### src/rtl/branch_ctrl_if.sv
// Handshake and result bundle between decode/execute, the branch controller and fetch.
// The master side offers ops and acknowledges redirects; the slave side is the controller.
interface branch_ctrl_if;
    logic        br_valid;
    logic        br_ready;
    logic [31:0] pc;
    logic [31:0] imm;
    logic [31:0] rs1_d;
    logic [31:0] rs2_d;
    logic [2:0]  funct3;
    logic        is_jal;
    logic        is_jalr;
    logic        redirect_valid;
    logic [31:0] redirect_pc;
    logic        redirect_ack;
    logic        flush;
    logic [31:0] link_data;
    logic        taken;
    logic        exc_valid;
    logic [1:0]  exc_cause;
    logic        done;

    modport master (
        output br_valid, pc, imm, rs1_d, rs2_d, funct3, is_jal, is_jalr, redirect_ack,
        input  br_ready, redirect_valid, redirect_pc, flush, link_data, taken,
               exc_valid, exc_cause, done
    );

    modport slave (
        input  br_valid, pc, imm, rs1_d, rs2_d, funct3, is_jal, is_jalr, redirect_ack,
        output br_ready, redirect_valid, redirect_pc, flush, link_data, taken,
               exc_valid, exc_cause, done
    );
endinterface

### src/rtl/branch_ctrl.sv
// Resolves one RV32I control-transfer op at a time: evaluates the condition and target,
// drives the fetch redirect handshake and the flush window, then pulses done.
module branch_ctrl #(
    parameter int unsigned FLUSH_CYCLES = 2
) (
    input logic         clk,
    input logic         rst,
    branch_ctrl_if.slave bus
);

    typedef enum logic [2:0] {
        IDLE,
        EVAL,
        REDIRECT,
        FLUSH,
        DONE
    } state_t;

    state_t      state, state_nxt;

    logic [31:0] pc_q, imm_q, rs1_q, rs2_q;
    logic [2:0]  f3_q;
    logic        jal_q, jalr_q;

    logic [31:0] target_q, link_q;
    logic        taken_q;
    logic [1:0]  exc_q;
    logic [3:0]  cnt_q;

    logic        is_branch, cond, illegal, taken_c, misalign;
    logic [31:0] target_c;
    logic [1:0]  exc_c;

    // NOTE: every variable written here gets a default first, so no path can infer a latch.
    always_comb begin
        is_branch = !(jal_q || jalr_q);
        cond      = 1'b0;
        illegal   = 1'b0;
        case (f3_q)
            3'b000:  cond = (rs1_q == rs2_q);
            3'b001:  cond = (rs1_q != rs2_q);
            3'b100:  cond = ($signed(rs1_q) <  $signed(rs2_q));
            3'b101:  cond = ($signed(rs1_q) >= $signed(rs2_q));
            3'b110:  cond = (rs1_q <  rs2_q);
            3'b111:  cond = (rs1_q >= rs2_q);
            default: illegal = is_branch;
        endcase
        // JALR wins when both jump flags are set.
        target_c = jalr_q ? ((rs1_q + imm_q) & ~32'h1) : (pc_q + imm_q);
        taken_c  = !is_branch || cond;
        misalign = taken_c && target_c[1];
        exc_c    = illegal ? 2'b10 : (misalign ? 2'b01 : 2'b00);
    end

    always_comb begin
        state_nxt          = state;
        bus.br_ready       = 1'b0;
        bus.redirect_valid = 1'b0;
        bus.flush          = 1'b0;
        bus.done           = 1'b0;
        bus.exc_valid      = 1'b0;
        case (state)
            IDLE: begin
                bus.br_ready = 1'b1;
                if (bus.br_valid) state_nxt = EVAL;
            end
            EVAL: begin
                state_nxt = (taken_c && exc_c == 2'b00) ? REDIRECT : DONE;
            end
            REDIRECT: begin
                bus.redirect_valid = 1'b1;
                bus.flush          = 1'b1;
                if (bus.redirect_ack) state_nxt = FLUSH;
            end
            FLUSH: begin
                bus.flush = 1'b1;
                if (cnt_q == 4'd1) state_nxt = DONE;
            end
            DONE: begin
                bus.done      = 1'b1;
                bus.exc_valid = (exc_q != 2'b00);
                state_nxt     = IDLE;
            end
            default: state_nxt = IDLE;
        endcase
    end

    assign bus.redirect_pc = target_q;
    assign bus.link_data   = link_q;
    assign bus.taken       = taken_q;
    assign bus.exc_cause   = exc_q;

    // NOTE: state and data registers use non-blocking assignments so all of them update
    // from the same pre-edge values.
    always_ff @(posedge clk) begin
        if (!rst) begin
            state    <= IDLE;
            pc_q     <= '0;
            imm_q    <= '0;
            rs1_q    <= '0;
            rs2_q    <= '0;
            f3_q     <= '0;
            jal_q    <= 1'b0;
            jalr_q   <= 1'b0;
            target_q <= '0;
            link_q   <= '0;
            taken_q  <= 1'b0;
            exc_q    <= '0;
            cnt_q    <= '0;
        end else begin
            state <= state_nxt;
            if (state == IDLE && bus.br_valid) begin
                pc_q   <= bus.pc;
                imm_q  <= bus.imm;
                rs1_q  <= bus.rs1_d;
                rs2_q  <= bus.rs2_d;
                f3_q   <= bus.funct3;
                jal_q  <= bus.is_jal;
                jalr_q <= bus.is_jalr;
            end
            if (state == EVAL) begin
                target_q <= target_c;
                link_q   <= pc_q + 32'd4;
                taken_q  <= taken_c;
                exc_q    <= exc_c;
            end
            if (state == REDIRECT && bus.redirect_ack) begin
                cnt_q <= 4'(FLUSH_CYCLES);
            end else if (state == FLUSH) begin
                cnt_q <= cnt_q - 4'd1;
            end
        end
    end

endmodule
### src/flat_wrapper.sv
// flat-port wrapper written by rule: the top's interface ports become plain ports
module branch_ctrl_flat 
#(
    parameter int unsigned FLUSH_CYCLES = 2
)
  (clk, rst, bus_br_valid, bus_pc, bus_imm, bus_rs1_d, bus_rs2_d, bus_funct3, bus_is_jal, bus_is_jalr, bus_redirect_ack, bus_br_ready, bus_redirect_valid, bus_redirect_pc, bus_flush, bus_link_data, bus_taken, bus_exc_valid, bus_exc_cause, bus_done);
  branch_ctrl_if bus_i ();
  input logic clk;
  input logic rst;
  input wire logic [$bits(bus_i.br_valid)-1:0] bus_br_valid;
  input wire logic [$bits(bus_i.pc)-1:0] bus_pc;
  input wire logic [$bits(bus_i.imm)-1:0] bus_imm;
  input wire logic [$bits(bus_i.rs1_d)-1:0] bus_rs1_d;
  input wire logic [$bits(bus_i.rs2_d)-1:0] bus_rs2_d;
  input wire logic [$bits(bus_i.funct3)-1:0] bus_funct3;
  input wire logic [$bits(bus_i.is_jal)-1:0] bus_is_jal;
  input wire logic [$bits(bus_i.is_jalr)-1:0] bus_is_jalr;
  input wire logic [$bits(bus_i.redirect_ack)-1:0] bus_redirect_ack;
  output wire logic [$bits(bus_i.br_ready)-1:0] bus_br_ready;
  output wire logic [$bits(bus_i.redirect_valid)-1:0] bus_redirect_valid;
  output wire logic [$bits(bus_i.redirect_pc)-1:0] bus_redirect_pc;
  output wire logic [$bits(bus_i.flush)-1:0] bus_flush;
  output wire logic [$bits(bus_i.link_data)-1:0] bus_link_data;
  output wire logic [$bits(bus_i.taken)-1:0] bus_taken;
  output wire logic [$bits(bus_i.exc_valid)-1:0] bus_exc_valid;
  output wire logic [$bits(bus_i.exc_cause)-1:0] bus_exc_cause;
  output wire logic [$bits(bus_i.done)-1:0] bus_done;
  assign bus_i.br_valid = bus_br_valid;
  assign bus_i.pc = bus_pc;
  assign bus_i.imm = bus_imm;
  assign bus_i.rs1_d = bus_rs1_d;
  assign bus_i.rs2_d = bus_rs2_d;
  assign bus_i.funct3 = bus_funct3;
  assign bus_i.is_jal = bus_is_jal;
  assign bus_i.is_jalr = bus_is_jalr;
  assign bus_i.redirect_ack = bus_redirect_ack;
  assign bus_br_ready = bus_i.br_ready;
  assign bus_redirect_valid = bus_i.redirect_valid;
  assign bus_redirect_pc = bus_i.redirect_pc;
  assign bus_flush = bus_i.flush;
  assign bus_link_data = bus_i.link_data;
  assign bus_taken = bus_i.taken;
  assign bus_exc_valid = bus_i.exc_valid;
  assign bus_exc_cause = bus_i.exc_cause;
  assign bus_done = bus_i.done;
  branch_ctrl #(.FLUSH_CYCLES(FLUSH_CYCLES)) u_core (.clk(clk), .rst(rst), .bus(bus_i));
endmodule
### config.mk
export PLATFORM = sky130hd
export DESIGN_NAME = branch_ctrl_flat
export DESIGN_NICKNAME = d
export VERILOG_FILES = /design/src/rtl/branch_ctrl_if.sv /design/src/rtl/branch_ctrl.sv /design/src/flat_wrapper.sv
export SDC_FILE = /design/constraint.sdc
export NUM_CORES = 1
export LEC_CHECK = 0
export ABC_AREA = 1
export ABC_CLOCK_PERIOD_IN_PS = 3450
export CORE_UTILIZATION = 59
export DETAILED_ROUTE_END_ITERATION = 8
export PLACE_DENSITY = 0.92
export SYNTH_ARGS = -nofsm -noshare
export SYNTH_HDL_FRONTEND = slang
export SYNTH_SLANG_ARGS = --single-unit
### constraint.sdc
create_clock -name clk -period 3.45 [get_ports clk]
set_input_delay 1.035 -clock clk [delete_from_list [all_inputs] [get_ports clk]]
set_output_delay 1.035 -clock clk [all_outputs]
set_load 0.03 [all_outputs]
==> impl_results.md <==
- Status: complete, no violations
- DRC: 0
- PwrDens: 761.7 nW/um^2
- Core ar.: about 21000 sq um
- Routability congestion estimate: between 0.9 and 1
- Clk pwr share: roughly 22%
- Diodes inserted: 0
- HP Class: reg2reg
- Footprint of the multi-input gates: ~7400 sq um
- Layout cell share with drive strength beyond 1: around 3.8%
- Mapped cell area: 12640 sq um
- Die height: ~150 microns
- Largest area contributor in the netlist: dfxtp_1
- Filler cell count: 1602
- Comb power frac: between 40% and 50%
- Category of the most critical setup path: reg2out
- Top-count cell post-synth: nand2_1
- Reg2Reg Setup Slack: approximately 0.74 ns
- DP Cell Count: between 2k and 2.5k
- Fin crit share: between 90% and 100%
- Io pins: between 200 and 250
- Area Growth Syn to Fin: 24.23%
- Synth top area cells: dfxtp_1 33%, a21oi_1 10%, ha_1 9.5%, nand2_1 9.4%, o21ai_0 6.8%
- Wire length per cell: between 15 and 20 microns
- Hold path cells: 2
- Row count: 53
- HP Start: u_core.rs2_q[23]
- Cts hold-fix bufs: 0
- Remaining global-route overflow: 0
- Total negative slack: 0 ns
- Initial core utilization: approximately three fifths
- Peak supply drop: 0.6206 mV
- R2r worst-path depth: 13
- Unrepaired setup endpoints after global routing: no
- Port-buffer cells: roughly 210
- Reg area: ~4100 sq um
- Sw Share: 44.38%
- YS warnings: 0
- Synth Area in Adders: 9.820%
- Mux cell area share after synthesis: 0%
- # nets final: between 2k and 2.5k
- First-pass GRT wire length: roughly 66000 microns
- Largest net degree at the start of global routing: between 100 and 150
- Skew final: between 0.01 and 0.015 ns
- Seq pwr share: 31.1%
- Routed wire length: about 42000 microns
- TritonCTS Buffers: 23
- Post-synth top area share: 32.79%
- Required time of the critical path: about 2.4 ns
- Longest Clk Path Bufs: 3
- Sequential element share of the synthesized area: around a third
- Pleak: 7.010 nW
- Final max-slew violation count: 0
- Slowest stage delay, CP: 0.66 ns
- Syn avg cell area: 6.949 sq um
- CTS root buf: clkbuf_16
- Clock Latency Late Sink: between 0.5 and 0.6 ns
- Clk sinks: approximately 210
- Vias: 13.41k
- HPWL after DPL: 31230 microns
- Number of global-route vias before repair: 12.83k
- Drt pass-1 iters: 6
- Max Cap Viol: 0
- Largest family of logic cells by synthesized area: compound AO/OA/AOI/OAI gates
- Post-Synth XOR/XNOR Area: 3.118%
- Max frequency: 307.2 MHz
- Internal Pwr Total: 6.653 mW
- Antenna violations before repair: 1
- Worst setup EP type: output pin
- Crit start category: flop
- Drt initial violations: ~1.1k
- GRT Total Usage: a little under two fifths
- Worst-path cell chain: inv_1 > nor2_2 > inv_1 > nand2_1 > clkdlybuf4s50_1
- Setup-failing EPs final: 0
- Slowest cell on crit path: clkdlybuf4s50_1
- Final Hold Viols: 0
- Hold path endpoint: u_core.rs2_q[23]
- Fin crit period: 3.255 ns
- RR Startpoint: u_core.imm_q[1]
- Synth Instances: ~1.8k
- Yosys cell types: between 40 and 50
- Die W: approximately 150 microns
- #FFs+latches synth: just over 200
- Synth top cells by count: 316 x nand2_1, 253 x a21oi_1, 212 x inv_1, 207 x dfxtp_1, 172 x o21ai_0
- Crit path top cell by count: inv_1
- Top_reg_cell synth: dfxtp_1
- CP arrival: 2.22 ns
- Synth Area in Compound Gates: a little under a quarter
- Clock slew at reported path FFs: 0.06 ns
- Net Switching: roughly 5.3 mW
- Worst reg2reg path endpoint: u_core.bus.redirect_pc[31]
- Number of flops mapped to enable cells by yosys: 0
- Final cell count without fillers: about 2.3k
- Net Count, Synth: approximately 2.1k
- # H-tree levels: 1
- Vias per cell: ~6
- Worst-Margin Slew: 1.064 ns
- Slew HR: just under 30%
- Number of routed nets with antenna violations: 0
- Worst Path Max Fanout: 7
- TritonCTS clock tree: built
- Die area: 22010 sq um
- Synth Area in Simple Gates: around 22%
- Async S/R FF share, synth: 0%
-- routing by layer --
metal,track usage (%),vias up,routed length (microns),part of all wire [%]
li1,-,6480,-,-
met2,64.30,591,19760,47
met5,0,-,11,0.026
met3,5.613,113,3385,8.0
met1,47.94,6227,17130,41
met4,17.16,2,1866,4.4
-- cells by family after synthesis --
kind of cell | Yosys count
flops | 207
buf+inv | 296
simple gates | 637
xor+xnor | 45
fa+ha+maj | 98
compound gates | 536
-- stage by stage --
| stage | power (mW) | area (sq um) | utilization, % | hold WS, ns | setup slack [ns] |
|---|---|---|---|---|---|
| final | 11.96 | 15700 | 74.70 | 0.4655 | 0.1947 |
| after global routing | 12.61 | 15700 | 74.70 | 0.4725 | 0.07501 |
| after CTS | 11.86 | 15700 | 74.69 | 0.4639 | 0.1115 |
| after detailed placement | 9.195 | 14900 | 70.89 | 0.4528 | 0.6769 |
| after global placement | 9.023 | 14900 | 70.89 | 0.4479 | 0.7043 |
| after floorplan | 7.217 | 12640 | - | 0.4292 | 0.9496 |
-- layout by cell type (no fill, tap or decap), drive strengths merged --
cell           count
a21boi             2
ha                96
nor3              24
bufinv             3
clkdlybuf4s50    206
inv              218
nand3            149
a211oi             1
fa                 2
or2                3
nand2            319
a31o               1
o221ai             2
o21a              24
buf               11
o211ai            19
nand4             16
a31oi              5
nand3b             6
clkinv             5
clkbuf            31
a21oi            253
clkinvlp           1
dfxtp            207
xor2              38
a221oi             3
o311ai             1
nor2             112
xnor2              7
a21o              11
o31ai              2
o21ai            181
o21bai            31
nor4               8
-- worst max-delay path by stage --
stage               endpoint  slack (ns)             from  cells after the start
6_report           bus_flush        0.19  u_core.state[1]                      5
5_1_grt            bus_flush        0.08  u_core.state[1]                      5
4_1_cts            bus_flush        0.11  u_core.state[1]                      5
3_5_place_dp       bus_flush        0.68  u_core.state[1]                      5
3_3_place_gp       bus_flush        0.70  u_core.state[1]                      5
2_1_floorplan  bus_exc_valid        0.95  u_core.state[0]                      2
-- repair_timing --
item / 4_1_cts / 5_1_grt
endpoints found under the setup margin: 0 / 1
buffers inserted: 0 / 0
resized for setup: 0 / 1
-- power by group through the flow --
stage	registers, mW	logic [mW]	clock network (mW)
after CTS	3.70	5.54	2.63
after global routing	3.77	6.11	2.73
final	3.72	5.61	2.63
after global placement	3.71	5.31	0
after floorplan	4.09	3.13	0
after detailed placement	3.73	5.46	0
-- area by class of cell --
cell class,count,share of cell area (%)
Multi-Input combinational cell,1316,47.19
Clock buffer,31,4.112
Inverter,217,5.187
Sequential cell,207,26.39
Tap cell,275,2.191
Timing Repair Buffer,217,13.96
Clock inverter,10,0.9721
-- registers in the layout, indices dropped and copies added (netlist names) --
name,count
u_core.bus.link_data,32
u_core.bus.redirect_pc,32
u_core.imm_q,32
u_core.pc_q,32
u_core.rs1_q,32
u_core.rs2_q,32
u_core.cnt_q,4
u_core.f3_q,3
u_core.state,3
u_core.bus.exc_cause,2
u_core.bus.taken,1
u_core.jal_q,1
u_core.jalr_q,1
-- worst max-delay path, delay by kind of cell (launching register included) --
kind | cells | cell delay [ns]
buffers and inverters | 3 | 0.88
DFF | 1 | 0.48
and+or+nand+nor | 2 | 0.32
Note: power is estimated with default switching activity, not from simulation.
